`src/rtl/control_register_bank.sv`:
```
// rtl/control_register_bank.sv - register bank with shadow prescalers and boundary-synchronous transfer
// Shadow PSCn copies to the active output only at a wrap edge or while the channel is disabled.
module control_register_bank #(
  parameter int                ADDR_W   = 8,
  parameter int                DATA_W   = 32,
  parameter int                PSC_W    = 24,
  parameter logic [DATA_W-1:0] ID_VALUE = DATA_W'(32'h4146_4701)
) (
  input  logic              sys_clk_i,
  input  logic              sys_rst_i,
  input  logic              int_re_i,
  input  logic              int_we_i,
  input  logic [ADDR_W-1:0] int_addr_i,
  input  logic [DATA_W-1:0] int_data_i,
  output logic [DATA_W-1:0] int_data_o,
  input  logic              wrap_1_i,
  input  logic              wrap_2_i,
  output logic              wc_en_1_o,
  output logic              wc_en_2_o,
  output logic [PSC_W-1:0]  wc_psc_1_o,
  output logic [PSC_W-1:0]  wc_psc_2_o
);

  localparam logic [ADDR_W-1:0] A_ID   = ADDR_W'(0);
  localparam logic [ADDR_W-1:0] A_CTRL = ADDR_W'(1);
  localparam logic [ADDR_W-1:0] A_PSC1 = ADDR_W'(2);
  localparam logic [ADDR_W-1:0] A_PSC2 = ADDR_W'(3);
  localparam logic [ADDR_W-1:0] A_STAT = ADDR_W'(4);

  localparam logic [0:0] ST_IDLE = 1'b0;
  localparam logic [0:0] ST_PEND = 1'b1;

  localparam logic [PSC_W-1:0] PSC_MIN = PSC_W'(2);

  logic [1:0]            en_q, en_d;
  logic [1:0]            st_q, st_d;
  logic [1:0][PSC_W-1:0] shad_q, shad_d;
  logic [1:0][PSC_W-1:0] act_q, act_d;
  logic                  err_q, err_d;
  logic [DATA_W-1:0]     rdata_q, rdata_d;

  logic [1:0]        wrap;
  logic [1:0]        upd_req;
  logic [1:0]        xfer;
  logic              addr_mapped;
  logic [PSC_W-1:0]  psc_wr_val;
  logic [DATA_W-1:0] rd_mux;

  assign wrap        = {wrap_2_i, wrap_1_i};
  assign addr_mapped = (int_addr_i <= A_STAT);
  assign psc_wr_val  = (int_data_i[PSC_W-1:0] < PSC_MIN) ? PSC_MIN : int_data_i[PSC_W-1:0];

  always_comb begin
    rd_mux = '0;
    case (int_addr_i)
      A_ID:    rd_mux = ID_VALUE;
      A_CTRL:  rd_mux = DATA_W'(en_q);
      A_PSC1:  rd_mux = DATA_W'(shad_q[0]);
      A_PSC2:  rd_mux = DATA_W'(shad_q[1]);
      A_STAT:  rd_mux = DATA_W'({err_q, 6'b0, st_q});
      default: rd_mux = '0;
    endcase
  end

  always_comb begin
    en_d    = en_q;
    st_d    = st_q;
    shad_d  = shad_q;
    act_d   = act_q;
    err_d   = err_q;
    rdata_d = rdata_q;
    upd_req = '0;
    xfer    = '0;

    if (int_we_i && int_addr_i == A_CTRL) begin
      en_d = int_data_i[1:0];
    end

    // Transfer decisions use the EN value held before this edge, so a
    // combined EN+UPD write only takes effect on the FSM one edge later.
    for (int ch = 0; ch < 2; ch++) begin
      upd_req[ch] = int_we_i && (int_addr_i == A_CTRL) && int_data_i[8+ch];
      xfer[ch]    = (st_q[ch] == ST_PEND) && (wrap[ch] || !en_q[ch]);
      if (int_we_i && int_addr_i == ADDR_W'(2 + ch)) begin
        shad_d[ch] = psc_wr_val;
      end
      if (xfer[ch]) begin
        act_d[ch] = shad_q[ch];
      end
      if (upd_req[ch]) begin
        st_d[ch] = ST_PEND;
      end else if (xfer[ch]) begin
        st_d[ch] = ST_IDLE;
      end
    end

    if (int_we_i && int_addr_i == A_STAT && int_data_i[8]) begin
      err_d = 1'b0;
    end
    if ((int_we_i && (int_addr_i == A_ID || !addr_mapped)) || (int_re_i && !addr_mapped)) begin
      err_d = 1'b1;
    end

    if (int_re_i) begin
      rdata_d = rd_mux;
    end
  end

  always_ff @(posedge sys_clk_i or posedge sys_rst_i) begin
    if (sys_rst_i) begin
      en_q    <= '0;
      st_q    <= {ST_IDLE, ST_IDLE};
      shad_q  <= {PSC_MIN, PSC_MIN};
      act_q   <= {PSC_MIN, PSC_MIN};
      err_q   <= 1'b0;
      rdata_q <= '0;
    end else begin
      en_q    <= en_d;
      st_q    <= st_d;
      shad_q  <= shad_d;
      act_q   <= act_d;
      err_q   <= err_d;
      rdata_q <= rdata_d;
    end
  end

  assign int_data_o = rdata_q;
  assign wc_en_1_o  = en_q[0];
  assign wc_en_2_o  = en_q[1];
  assign wc_psc_1_o = act_q[0];
  assign wc_psc_2_o = act_q[1];

endmodule

```
`config.mk`:
```
export PLATFORM = sky130hd
export DESIGN_NAME = control_register_bank
export DESIGN_NICKNAME = d
export VERILOG_FILES = /design/src/rtl/control_register_bank.sv
export SDC_FILE = /design/constraint.sdc
export NUM_CORES = 1
export LEC_CHECK = 0
export CAP_MARGIN = 0
export CORE_UTILIZATION = 54
export DETAILED_ROUTE_END_ITERATION = 16
export PLACE_DENSITY_LB_ADDON = 0.2
export SLEW_MARGIN = 20
export SYNTH_ARGS = -nofsm -noshare
export SYNTH_HDL_FRONTEND = slang
export SYNTH_SLANG_ARGS = --single-unit
```
`constraint.sdc`:
```
create_clock -name sys_clk_i -period 7.8 [get_ports sys_clk_i]
set_input_delay 0.78 -clock sys_clk_i [delete_from_list [all_inputs] [get_ports sys_clk_i]]
set_output_delay 0.78 -clock sys_clk_i [all_outputs]
set_load 0.02 [all_outputs]
```
== Word-level counts from Yosys, hierarchy flattened ==
Index checks and enable logic that the tools add are counted.
Operators by class
  reduce and logical (&&, ||, !) cells: 22
  order comparisons: 2
  eq/ne operators: 4
  muxes and demuxes: 8
Operators by type and width (number)
  one-hot mux 31 bit (5 select lines): 1
  less-than comparator 24 x 2 -> 1 bit, second input constant: 1
  2-to-1 mux 24 bit: 1
  == test 8 x 2 -> 1 bit, second input constant: 2
  logical AND 1 bit: 11
  == test 8 x 1 -> 1 bit, second input constant: 1
  == test 8 x 3 -> 1 bit, second input constant: 1
  less-or-equal comparator 8 x 3 -> 1 bit, second input constant: 1
  zero test 8 bit: 1
  2-to-1 mux 1 bit: 6
  nonzero test 2 bit: 3
  logical OR 1 bit: 4
  zero test 1 bit: 3
Storage, ports and cells
  output and inout bits: 82
  bits of input ports: 46
  bits in registers: 133
  word-level logic and storage cells: 45

== Logic depth before layout (Yosys ltp) ==
Gate-level depths: netlist (run 1).
  word-level depth: 6
  depth in mapped cells: 7
  depth with buffers taken out: 4

== Worst setup path after synthesis (run 1) ==
OpenSTA, ideal clock, no wires.
  kind: input port to flip-flop
  start point: in int_addr_i[4]
  end point: reg shad_q[34] (netlist name)
  path slack: 5.233 ns
  library setup time: 0.125 ns
  stages: 5
  data required time: 7.675 ns
  arrival: 2.442 ns
  path buffers: 2
  cell sequence: or4_4 or4b_1 buf_6 buf_12 mux2_4
Between the ends
  longest elaborated chain between the ends: 2
RTL lines
  from (decl): RTL line 13  | input logic [ADDR_W-1:0] int_addr_i,
  == test 8 x 2 -> 1 bit: RTL line 84  | if (int_we_i && int_addr_i == ADDR_W'(2 + ch)) begin
  logical AND 1 bit: RTL line 84
  to (signal assigned): RTL line 113  | shad_q <= {PSC_MIN, PSC_MIN};
  to (decl): RTL line 37  | logic [1:0][PSC_W-1:0] shad_q, shad_d;
No other way between the ends.
A chain may end at the register's enable or synchronous reset.

== Worst setup path after layout (run 1) ==
  start point: in int_addr_i[1]
  end point: reg shad_q[4] (netlist name)
The elaborated chain is that of the path after synthesis.

==> results of run 1 <==
stage by stage:
step           hold WS (ns)  setup WS [ns]  cell area [sq um]
3_5_place_dp         0.4863          4.012               6569
6_report             0.4926          4.501               7144
4_1_cts              0.4995          4.520               7144
3_3_place_gp         0.4673          4.042               6569
5_1_grt              0.5178          4.394               7144
2_1_floorplan        0.4871          3.671               5401
flip-flops by register name, indices dropped and copies added (netlist names):
signal,cells
en_q,2
int_data_o,25
wc_psc_2_o,24
shad_q,48
st_q,2
err_q,1
wc_psc_1_o,24
layout make-up:
type                       count  area share (%)
sequential                   126           44.20
multi-input combinational    217           27.09
timing repair buffer         119           16.39
clock buffer                  17           5.797
tap                          133           2.329
clock inverter                15           2.259
inverter                      36           1.926
cells in the final DEF (no fill, tap or decap), drive strengths merged:
master,instances
nor2,5
a31oi,2
clkbuf,17
mux2,90
or4,1
dfstp,4
o22ai,20
a2111oi,1
or2,2
nand2,18
dfrtp,122
conb,6
and2,2
nor4b,1
inv,40
o2bb2ai,1
nand2b,1
bufinv,2
o21ai,16
and4,1
or4b,1
mux2i,18
a31o,2
nor3,3
a32o,2
clkinvlp,4
clkdlybuf4s50,112
a21oi,2
nand3,3
buf,7
nor4,6
a22o,1
o2111ai,6
and3,2
nor2b,4
clkinv,5
where the power goes:
group | switching, mW | total, mW | internal [mW]
Combinational | 0.0484 | 0.0897 | 0.0412
Clock | 0.306 | 0.764 | 0.458
Sequential | 0.0117 | 0.681 | 0.669
critical path: cells and delay by family:
kind	cells	cell delay, ns
muxes	1	0.37
buffers and inverters	2	1.41
and+or+nand+nor	2	1.11
per-layer routing:
metal,wire length (um),part of all wire [%],up-vias
met5,0,0,-
met4,131,1.0,0
met3,866,6.9,13
met2,6121,49,163
met1,5386,43,1821
li1,-,-,1633
logic make-up after synthesis:
kind of cell	after synthesis	share of synthesized area, %
multiplexers	108	23.50
AND/OR/NAND/NOR	50	5.509
flip-flops	126	58.67
AO/OA/AOI/OAI	53	6.393
buffers and inverters	64	5.858
other	1	0.06967
how the worst max path moves through the flow:
stage | endpoint | start | slack, ns
6_report | shad_q[4] | int_addr_i[1] | 4.50
5_1_grt | shad_q[11] | int_addr_i[1] | 4.39
4_1_cts | shad_q[7] | int_addr_i[1] | 4.52
3_5_place_dp | shad_q[11] | int_addr_i[1] | 4.01
3_3_place_gp | shad_q[13] | int_addr_i[1] | 4.04
2_1_floorplan | en_q[0] | sys_rst_i | 3.67
==> results by group, run 1 <==
Outcome
  • Status: finished clean

Timing
  • F_max: around 0.30 GHz
  • Final Skew: approximately 0.0073 ns
  • Final worst path period need: 3.299 ns
  • Final setup viols: 0
  • Final worst path period share: 42.30%
  • RSZ-0062 raised after global routing: false
  • Setup TNS: 0 ns
  • Slew Limit Headroom: 34.27%
  • Final Max Tran Viols: 0
  • Hold Vio Cnt, Final: 0
  • Tightest Pin Transition: 0.9859 ns

Yosys
  • Mean Syn Cell Area: 13.39 sq um
  • Largest area contributor in the netlist: dfrtp_1
  • Synth area leaders: dfrtp_1, mux2_2, mux2_4, mux2i_1, inv_1
  • Top_reg_cell synth: dfrtp_1
  • Number of synthesized flops with an enable pin: 0
  • Cells after Synth: between 400 and 500
  • Post-synthesis cell type count: 40
  • Top-count cell post-synth: dfrtp_1
  • Synth Warn #: 0
  • Synth cell count leaders: dfrtp_1, mux2_2, inv_1
  • FF+latch count, synth: roughly 130
  • Mapped Area: ~0.0054 sq mm
  • Async S/R FF share, synth: 100.0%
  • Sequential share of the synthesized area: 58.67%
  • Area share of the largest cell type after synthesis: between 50 and 60%

Cells and area
  • P&R area growth vs syn: 32.73%
  • Post-layout util: around 73%
  • FILL cells: around 650
  • Multi-input gate area: 0.001936 sq mm
  • Final net count: 563
  • Register area: approximately 0.0032 sq mm
  • Ant diodes: 0
  • Finished Layout Cells: 663
  • Layout cell share with drive strength beyond 1: between 20 and 30%

Power
  • PwrDens: between 200 and 250 mW/mm^2
  • Leak: 3.346 nW
  • Total Power: 1.534 mW
  • VDD IR max: 0.1472 mV

GRT
  • Met1 Usage GRT: between 30 and 40%
  • Global-route wire length before repair: 19,820 um
  • Initial antenna violation count: 0
  • Number of global-route vias before repair: 3,791
  • GRT met2 Usage: about 43%
  • All-Layer GR Usage: 26.29%
  • GR Util met3: 7.045%
  • Largest net degree at the start of global routing: 80
  • GRT overflow: 0
  • Most used routing layer: met2

Hold path
  • Worst hold stages: 2
  • Hold_sp: wc_psc_1_o[0]
  • Endpoint of the worst hold path: wc_psc_1_o[0]
  • Class of the worst hold path: flop to flop

Setup path
  • CP Data Arrival Time: 3.70 ns
  • Worst-path fanout max: 18
  • RR Endpoint: wc_psc_1_o[10]
  • FF-to-FF setup slack: 5.85 ns
  • Crit path cell chain: clkdlybuf4s50_1 > nand2b_1 > nor4_4 > buf_4 > mux2_2
  • WS Path Type: primary input to flop
  • R2R cell count: 4
  • Worst setup EP type: flop
  • CP max stage cell: clkdlybuf4s50_1
  • Worst reg2reg path startpoint: en_q[0]
  • Required time of the critical path: 8.20 ns
  • Startpoint Class: primary input
  • Max incr delay on CP: 1.01 ns

Floorplanning
  • Die area: 0.01037 sq mm
  • Die Wd: 101.8 um
  • Num rows: 36
  • Core area: 0.009729 sq mm
  • Die Height: 101.8 um
  • Starting Density: 55.32%
  • Top-level I/O count: around 130

Place
  • Routability cong.: 0.7799
  • Buffers on Ports: roughly 110
  • Hpwl dp: 7910 um
  • Placed insts: between 600 and 700

Clock network
  • CTS tree: done
  • CTS H-tree depth: 4
  • Worst-Skew Late Latency: 0.51 ns
  • Post-CTS sizing: 0
  • Hold_buf cts: 0
  • Clock transition at path regs: around 0.06 ns
  • TritonCTS Sinks: 126
  • Total CTS buffers: 17
  • Post-CTS setup buffer count: 0
  • CTS Root Buffer Type: clkbuf_8
  • Clk buf depth: 2

Run
  • Max-cap violations: 0

Route
  • Drt pass-1 iters: 5
  • DR vias: roughly 3,600
  • Drt total wl: 12,510 um
  • Vias per cell: 5.475
  • Antenna-violating nets left: 0
  • DRT iter0 DRCs: 178
  • Post-DR wirelength/cell: 18.86 um
  • Number of remaining DRC errors: 0
No activity file was read; power rests on OpenSTA's default activity.
==> run 2, diff against run 1 <==
- CORE_UTILIZATION: 54 -> 50
- clock period: 7.8 -> 3.3 ns (I/O delays scaled with it)
==> run 2 against run 1 <==
  * Clock-buffer cell count grew 1
  * Non-clock buffer count grew 9
  * Largest cell class unchanged
  * Combinational power rose by 140%
  * Flip-flop and latch count stayed put
  * Clock skew is 0.0014 ns lower
  * Via count up 0.39%
  * Critical path type unchanged
  * Cell count up 1.7%
  * Design area up 2.5%
  * Routed wire length increased by 0.80%
  * Highest routed layer unchanged
==> results by group, run 2 (same netlist as run 1, synthesis figures left out) <==
Outcome
  • Status: finished clean (unchanged)

Floorplanning
  • Die Height: 105.8 um (was 101.8 um)
  • Starting Density: 51.91% (was 55.32%)
  • Num rows: 37 (was 36)
  • Core area: 0.01037 sq mm (was 0.009729 sq mm)
  • Die Wd: 105.8 um (was 101.8 um)
  • Die area: 0.01118 sq mm (was 0.01037 sq mm)
  • Top-level I/O count: 128 (unchanged)

GRT
  • Number of global-route vias before repair: 3,838 (was 3,791)
  • GRT overflow: 0 (unchanged)
  • Global-route wire length before repair: 20,330 um (was 19,820 um)
  • Initial antenna violation count: 0 (unchanged)
  • All-Layer GR Usage: 24.32% (was 26.29%)
  • Largest net degree at the start of global routing: 55 (was 80)

Route
  • Vias per cell: 5.407 (was 5.475)
  • Number of remaining DRC errors: 0 (unchanged)
  • DR vias: 3,644 (was 3,630)
  • Antenna-violating nets left: 0 (unchanged)
  • DRT iter0 DRCs: 189 (was 178)
  • Post-DR wirelength/cell: 18.70 um (was 18.86 um)
  • Drt pass-1 iters: 4 (was 5)
  • Drt total wl: 12,610 um (was 12,510 um)

Timing
  • Final Skew: 0.005987 ns (was 0.007343 ns)
  • Setup TNS: 0 ns (unchanged)
  • Tightest Pin Transition: 0.7567 ns (was 0.9859 ns)
  • Final Max Tran Viols: 0 (unchanged)
  • RSZ-0062 raised after global routing: false (unchanged)
  • Slew Limit Headroom: 49.45% (was 34.27%)
  • Final worst path period share: 66.11%
  • F_max: about 0.46 GHz
  • Hold Vio Cnt, Final: 0 (unchanged)
  • Final setup viols: 0 (unchanged)
  • Final worst path period need: 2.182 ns

Power
  • VDD IR max: 0.2844 mV (was 0.1472 mV)
  • Total Power: 3.880 mW (was 1.534 mW)
  • PwrDens: 529.9 mW/mm^2 (was 214.8 mW/mm^2)
  • Leak: 3.440 nW (was 3.346 nW)

Clock network
  • Worst-Skew Late Latency: 0.51 ns (about the same)
  • TritonCTS Sinks: 126 (unchanged)
  • Clk buf depth: 2 (unchanged)
  • Clock transition at path regs: 0.06 ns (about the same)
  • CTS H-tree depth: 4 (unchanged)
  • CTS Root Buffer Type: clkbuf_8 (unchanged)
  • Post-CTS sizing: 0 (unchanged)
  • Post-CTS setup buffer count: 0 (unchanged)
  • Total CTS buffers: 17 (unchanged)
  • Hold_buf cts: 0 (unchanged)
  • CTS tree: done (unchanged)

Place
  • Buffers on Ports: 113 (unchanged)
  • Hpwl dp: 8545 um (was 7910 um)
  • Placed Area: 0.006666 sq mm (was 0.006569 sq mm)
  • Routability cong.: 0.7889 (was 0.7799)

Cells and area
  • Final net count: 572 (was 563)
  • Multi-input gate area: 0.001936 sq mm (unchanged)
  • Largest register FFs: 48 (unchanged)
  • FILL cells: 739 (was 646)
  • P&R area growth vs syn: 36.03% (was 32.73%)
  • Layout cell share with drive strength beyond 1: 28.44% (was 27.55%)
  • Ant diodes: 0 (unchanged)
  • Reg with most FFs: shad_q (unchanged)
  • Most common cell after layout, fill and taps aside: dfrtp_1 (unchanged)
  • Register area: 0.003158 sq mm (unchanged)
  • Most frequent cells in the layout: dfrtp_1, clkdlybuf4s50_1, mux2_2 (unchanged)
  • Post-route cell area: 0.007322 sq mm (was 0.007144 sq mm)

Setup path
  • Required time of the critical path: 3.69 ns (was 8.20 ns)
  • Worst path top cell family by delay: simple AND/OR/NAND/NOR gates (was buffers and inverters)
  • Max incr delay on CP: 0.58 ns (was 1.01 ns)
  • Worst-path fanout max: 14 (was 18)
  • Startpoint Class: primary input (unchanged)
  • Critical path buffers and inverters: 2 (unchanged)
  • WS Path Type: primary input to flop (unchanged)
  • Worst setup EP type: flop (unchanged)
  • CP max stage cell: or4_4 (was clkdlybuf4s50_1)
  • Crit path cell chain: clkdlybuf4s50_1 > or4_4 > or4b_1 > buf_4 > and2_2 > a31o_2 (was clkdlybuf4s50_1 > nand2b_1 > nor4_4 > buf_4 > mux2_2)
  • CP Data Arrival Time: 2.58 ns (was 3.70 ns)

Run
  • Max-cap violations: 0 (unchanged)

Hold path
  • Class of the worst hold path: primary input to asynchronous set/reset pin (was flop to flop)
run 2: cell types whose count changed in the layout (fill, tap and decap cells not counted), moves of 2 or more:
cell and delta:
clkinv_4 +2, inv_6 -3, bufinv_16 +4, clkinvlp_4 -3
buf_12 +2, buf_4 +7
run 2: worst register-to-register path, stage by stage (launching register included):
cell and delay (ns):
dfrtp_1 0.40, inv_1 0.08, o21ai_2 0.15, buf_4 0.27
mux2_2 0.38
run 2: through the flow:
step	hold WS, ns	utilization, %	cells	setup WS, ns
CTS	0.3106	70.61	674	1.150
floorplan	0.4468	-	407	1.183
detailed placement	0.4861	64.29	643	0.6137
global route	0.3537	70.61	674	1.053
finish	0.3073	70.61	674	1.118
global placement	0.4869	64.29	643	0.6624
run 2: final cells by class:
class,count,share of cell area (%)
clock buffer,18,5.707
clock inverter,13,3.247
inverter,36,1.897
multi-input combinational,217,26.44
sequential,126,43.13
tap,136,2.324
timing repair buffer,128,17.26
run 2: worst paths after layout:
kind / startpoint / to / cells past startpoint / slack [ns]
max: int_addr_i[4] / shad_q[24] / 6 / 1.12
min: sys_rst_i / int_data_o[16] / 2 / 0.31
max reg2reg: en_q[1] / wc_psc_2_o[9] / 4 / 1.90
min reg2reg: wc_psc_1_o[0] / wc_psc_1_o[0] / 2 / 0.49
max in group asynchronous: sys_rst_i / shad_q[1] / 3 / 2.21
min in group sys_clk_i: int_addr_i[0] / int_data_o[20] / 3 / 0.36
run 2: where the power goes:
group | switching [mW] | internal (mW) | leakage [nW]
Sequential | 0.0266 | 1.58 | 1.72
Clock | 0.671 | 1.38 | 0.319
Combinational | 0.116 | 0.103 | 1.40
Total | 0.814 | 3.07 | 3.44
run 2: routing by layer:
layer  share of wire [%]  global-route usage, %  vias up
li1                    -                      -     1656
met1                  42                  31.55     1845
met2                  51                  40.20      126
met3                 6.0                  6.061       17
met4                 1.3                  7.639        0
met5                   0                      0        -
==> edit 1, RTL diff (flow settings as in run 1) <==
Change the parameter `ADDR_W` from 8 to 6.
--- a/src/rtl/control_register_bank.sv
+++ b/src/rtl/control_register_bank.sv
@@ -2,5 +2,5 @@
 // Shadow PSCn copies to the active output only at a wrap edge or while the channel is disabled.
 module control_register_bank #(
-  parameter int                ADDR_W   = 8,
+  parameter int                ADDR_W   = 6,
   parameter int                DATA_W   = 32,
   parameter int                PSC_W    = 24,
Ports: changed (resized int_addr_i); port bits go from 128 to 126. No check against the original RTL was run, so the function may have changed too.
==> edit 1 against run 1 <==
  * Core utilization increased by 0.59 points
  * Power grew 13%
  * Synthesized area increased by 0.67%
  * Fmax up 1.5%
  * Highest routed layer unchanged
  * Wire length is 6.4% higher
  * Largest cell class unchanged
  * Global-route usage grew 1.7 points
  * Setup slack better by 0.047 ns
  * Design area up 0.81%
  * Sequential cell count did not move
==> edit 1: results <==
set metrics [dict create \
    outcome "finished clean" \
    nNetsFinal 558 \
    clock_latency_ns 0.53 \
    drive_gt1_frac 0.254 \
    cp_slowest_stage_delay_ns 0.88 \
    fill_cells 700 \
    ys_types 37 \
    ys_seq_area_frac 0.583 \
    gp_congestion 0.830 \
    worst_ir_drop_vdd_mv 0.139 \
    power_leakage_uw 0.00335 \
    numPortBuffers 111 \
    grt_pass1_vias 3845 \
    grt_pass1_wl_um 21000 \
    drtIter0Drc 192 \
    dp_cells 628 \
    hpwl_um 8370 \
    vias 3719 \
    yosys-top-cells-count "122 x dfrtp_1, 56 x mux2_2, 34 x mux2_4, 22 x nand2_1, 21 x o21ai_0" \
    wl_per_cell_um 20.2 \
    track_usage 0.280 \
    cp_slowest_cell "and3_1" \
    netlist_instances 404 \
    ys_top_cells_by_area "dfrtp_1 56%, mux2_2 12%, mux2_4 9.4%, a22oi_1 2.5%, nand2b_1 2.1%" \
    cts_setup_buffers 0 \
]
edit 1: changes by cell type in the layout (fill, tap and decap cells not counted), moves of 15 or more:
cell      change
inv_1        -20
a22oi_1      +18
nand2b_1     +17
o22ai_1      -17
mux2_2       -15
mux2_4       +15
mux2i_1      -15
edit 1: metal layers:
layer  wire length, um  global-route usage  part of all wire  vias to the layer above
met2              6600               0.463              0.50                      144
met5                 0                   0                 0                        -
met4               201               0.108             0.015                        0
met1              5660               0.355              0.42                     1904
met3               851              0.0739             0.064                       20
li1                  -                   -                 -                     1651
edit 1: area by class of cell:
class / count / share of cell area
clock inverters: 11 / 0.0262
repair buffers: 115 / 0.158
clock buffers: 21 / 0.0610
multi-input cells: 238 / 0.284
well taps: 133 / 0.0231
flip-flops and latches: 126 / 0.438
inverters: 16 / 0.00869
edit 1: kinds of logic after synthesis:
kind of cell,share of synthesized area
muxes,0.216
DFF,0.583
buffers and inverters,0.0446
other,0.000692
and+or+nand+nor,0.0760
AOI/OAI and AO/OA,0.0799
edit 1: final timing paths:
path / end / slack [ns] / cells past startpoint / from
worst max-delay path: int_data_o[1] / 4.55 / 5 / int_addr_i[2]
worst max register to register: wc_psc_1_o[4] / 5.79 / 4 / en_q[0]
min in group asynchronous: wc_psc_1_o[18] / 0.73 / 2 / sys_rst_i
worst min-delay path: wc_psc_1_o[8] / 0.49 / 2 / wc_psc_1_o[8]
worst min register to register: wc_psc_1_o[8] / 0.49 / 2 / wc_psc_1_o[8]
max in group asynchronous: shad_q[17] / 5.73 / 3 / sys_rst_i
edit 1: worst max-delay path, delay by kind of cell:
family / cells / cell delay, ns
AO/OA/AOI/OAI: 2 / 0.48
buffers and inverters: 1 / 0.65
AND/OR/NAND/NOR: 2 / 1.75
edit 1: power breakdown:
part | internal, uW | switching [uW]
Combinational | 85.8 | 74.9
Sequential | 701 | 36.4
Clock | 558 | 285
Total | 1350 | 396
edit 1: through the flow:
step                      cell area, um^2  total power (uW)  worst slack, ns  utilization  hold slack (ns)
final                                7200              1740             4.55        0.740            0.485
after global routing                 7200              1790             4.47        0.740            0.515
after CTS                            7200              1740             4.62        0.740            0.491
after detailed placement             6570               906             4.09        0.676            0.477
after global placement               6570               898             4.19        0.676            0.470
after floorplan                      5440               836             3.67            -            0.473
==> edit 2, RTL diff (flow settings as in run 1) <==
Made on the original files. Register the input `int_data_i` before use, without a reset. The logic sees it one clock later. The other inputs are not delayed to match.
--- a/src/rtl/control_register_bank.sv
+++ b/src/rtl/control_register_bank.sv
@@ -33,4 +33,10 @@
   localparam logic [PSC_W-1:0] PSC_MIN = PSC_W'(2);
 
+  logic [DATA_W-1:0] int_data_q;
+
+  always_ff @(posedge sys_clk_i) begin
+    int_data_q <= int_data_i;
+  end
+
   logic [1:0]            en_q, en_d;
   logic [1:0]            st_q, st_d;
@@ -49,5 +55,5 @@
   assign wrap        = {wrap_2_i, wrap_1_i};
   assign addr_mapped = (int_addr_i <= A_STAT);
-  assign psc_wr_val  = (int_data_i[PSC_W-1:0] < PSC_MIN) ? PSC_MIN : int_data_i[PSC_W-1:0];
+  assign psc_wr_val  = (int_data_q[PSC_W-1:0] < PSC_MIN) ? PSC_MIN : int_data_q[PSC_W-1:0];
 
   always_comb begin
@@ -74,5 +80,5 @@
 
     if (int_we_i && int_addr_i == A_CTRL) begin
-      en_d = int_data_i[1:0];
+      en_d = int_data_q[1:0];
     end
 
@@ -80,5 +86,5 @@
     // combined EN+UPD write only takes effect on the FSM one edge later.
     for (int ch = 0; ch < 2; ch++) begin
-      upd_req[ch] = int_we_i && (int_addr_i == A_CTRL) && int_data_i[8+ch];
+      upd_req[ch] = int_we_i && (int_addr_i == A_CTRL) && int_data_q[8+ch];
       xfer[ch]    = (st_q[ch] == ST_PEND) && (wrap[ch] || !en_q[ch]);
       if (int_we_i && int_addr_i == ADDR_W'(2 + ch)) begin
@@ -95,5 +101,5 @@
     end
 
-    if (int_we_i && int_addr_i == A_STAT && int_data_i[8]) begin
+    if (int_we_i && int_addr_i == A_STAT && int_data_q[8]) begin
       err_d = 1'b0;
     end
Function: changed (Yosys sat finds a counterexample within 4 cycles, from zero or initial values and one cycle with sys_rst_i high).
==> edit 2 against run 1 <==
  * Setup slack improved by 0.52 ns
  * Clock power increased by 8.2%
  * Via count decreased by 0.39%
  * Sequential cell count increased by 24
  * Count of clock-buffer cells in the layout increased by 2
  * Largest power group unchanged
  * First-iteration DRC count decreased by 25%
  * Sequential share of layout area increased by 2.9 points
  * Synthesized cell count increased by 4.0%
  * Die area increased by 9.9%
  * Power increased by 13%
  * Design area increased by 8.1%
  * Wire length increased by 1.5%
  * Synthesized area increased by 10%
  * Non-clock buffer count decreased by 2
==> edit 2: results <==
set metrics [dict create \
    worst_ir_drop_vdd_mv 0.146 \
    grt_pass1_vias 3919 \
    synth_compound_area_frac 0.0492 \
    dp_slack_ns 4.50 \
    track_usage 0.246 \
    stdcell_count 683 \
    dp_cells 651 \
    cp_slowest_stage_delay_ns 0.70 \
    maxSlewHeadroom 0.379 \
    finalClockSkew_ns 0.00879 \
    reg2reg_slack_ns 5.72 \
    hold_ws_ns 0.482 \
    gp_congestion 0.759 \
    cp_slowest_cell "clkdlybuf4s50_1" \
    drtPass1Iterations 4 \
    netSwitchingFraction 0.224 \
    max_freq_ghz 0.360 \
    drtIter0Drc 133 \
    cp.arrival_ns 3.17 \
    grt_pass1_wl_um 20700 \
    ys_types 38 \
    grt_start_max_net_pins 67 \
    clk_pin_slew_worst_paths_ns 0.06 \
    wl_per_cell_um 18.6 \
    ys_seq_area_frac 0.614 \
    routed_via_density 5.29 \
    async_flop_share 0.840 \
    hpwl_um 8130 \
    min-delay-start "err_q" \
    ys_top_cells_by_area "dfrtp_1 51%, mux2_2 11%, dfxtp_1 8.1%, mux2_4 8.1%, mux2i_1 3.4%" \
    yosys-top-cells-count "122 x dfrtp_1, 60 x mux2_2, 33 x inv_1, 32 x mux2_4, 26 x o22ai_1" \
    avgSynthCellArea_um2 14.2 \
    critPathMaxFanout 26 \
    power_leakage_uw 0.00365 \
    synth.area.mux_share 0.229 \
    synth_xor_area_frac 0 \
    crit_start "int_addr_i[2]" \
    ys_warn_count 0 \
    nNetsFinal 580 \
    drive_gt1_frac 0.261 \
    outcome "finished clean" \
]
-- edit 2: changes by cell type after synthesis, sizes merged, moves of 4 or more --
cell and change:
buf +9, o2111ai -6, o22ai +6, clkbuf -12, a21oi +4, o21ai -7, dfxtp +24
-- edit 2: final timing paths --
kind / to / cells past startpoint
setup reg to reg: wc_psc_1_o[23] / 4
hold / removal: err_q / 1
hold reg to reg: err_q / 1
max in group asynchronous: wc_psc_2_o[8] / 3
setup / recovery: shad_q[7] / 4
min in group asynchronous: shad_q[4] / 2
-- edit 2: kinds of logic after synthesis --
kind of cell    Yosys count
mux                     112
flops                   150
other cells               1
buf+inv                  58
compound gates           47
simple gates             50
-- edit 2: worst max-delay path: cells and delay by family --
| kind | cells | cell delay, ns |
|---|---|---|
| multiplexers | 1 | 0.53 |
| AND/OR/NAND/NOR | 2 | 1.14 |
| buffers and inverters | 1 | 0.70 |
-- edit 2: power by group through the flow --
stage                     Clock [uW]  Combinational, uW  Sequential [uW]
after floorplan                    0               51.9              824
after global placement             0               84.4              828
after detailed placement           0               85.8              829
after CTS                        838               86.7              815
after global routing             871               93.7              817
final                            827               84.8              815
-- edit 2: stage by stage --
| step | instance area (um^2) | util |
|---|---|---|
| after global routing | 7720 | 0.738 |
| after global placement | 7120 | 0.681 |
| after detailed placement | 7120 | 0.681 |
| after floorplan | 5950 | - |
| final | 7720 | 0.738 |
| after CTS | 7720 | 0.738 |
-- edit 2: metal layers --
| metal | vias to the layer above | track usage | wire length (um) |
|---|---|---|---|
| li1 | 1692 | - | - |
| met1 | 1805 | 0.316 | 5580 |
| met2 | 104 | 0.406 | 6360 |
| met3 | 15 | 0.0480 | 577 |
| met4 | 0 | 0.105 | 183 |
| met5 | - | 0 | 0 |
-- edit 2: final cells by class --
class	count	area [um^2]
flip-flops and latches	150	3640
fillers	722	2740
multi-input cells	215	2030
repair buffers	117	1160
clock buffers	19	432
clock inverters	13	170
well taps	136	170
inverters	33	126
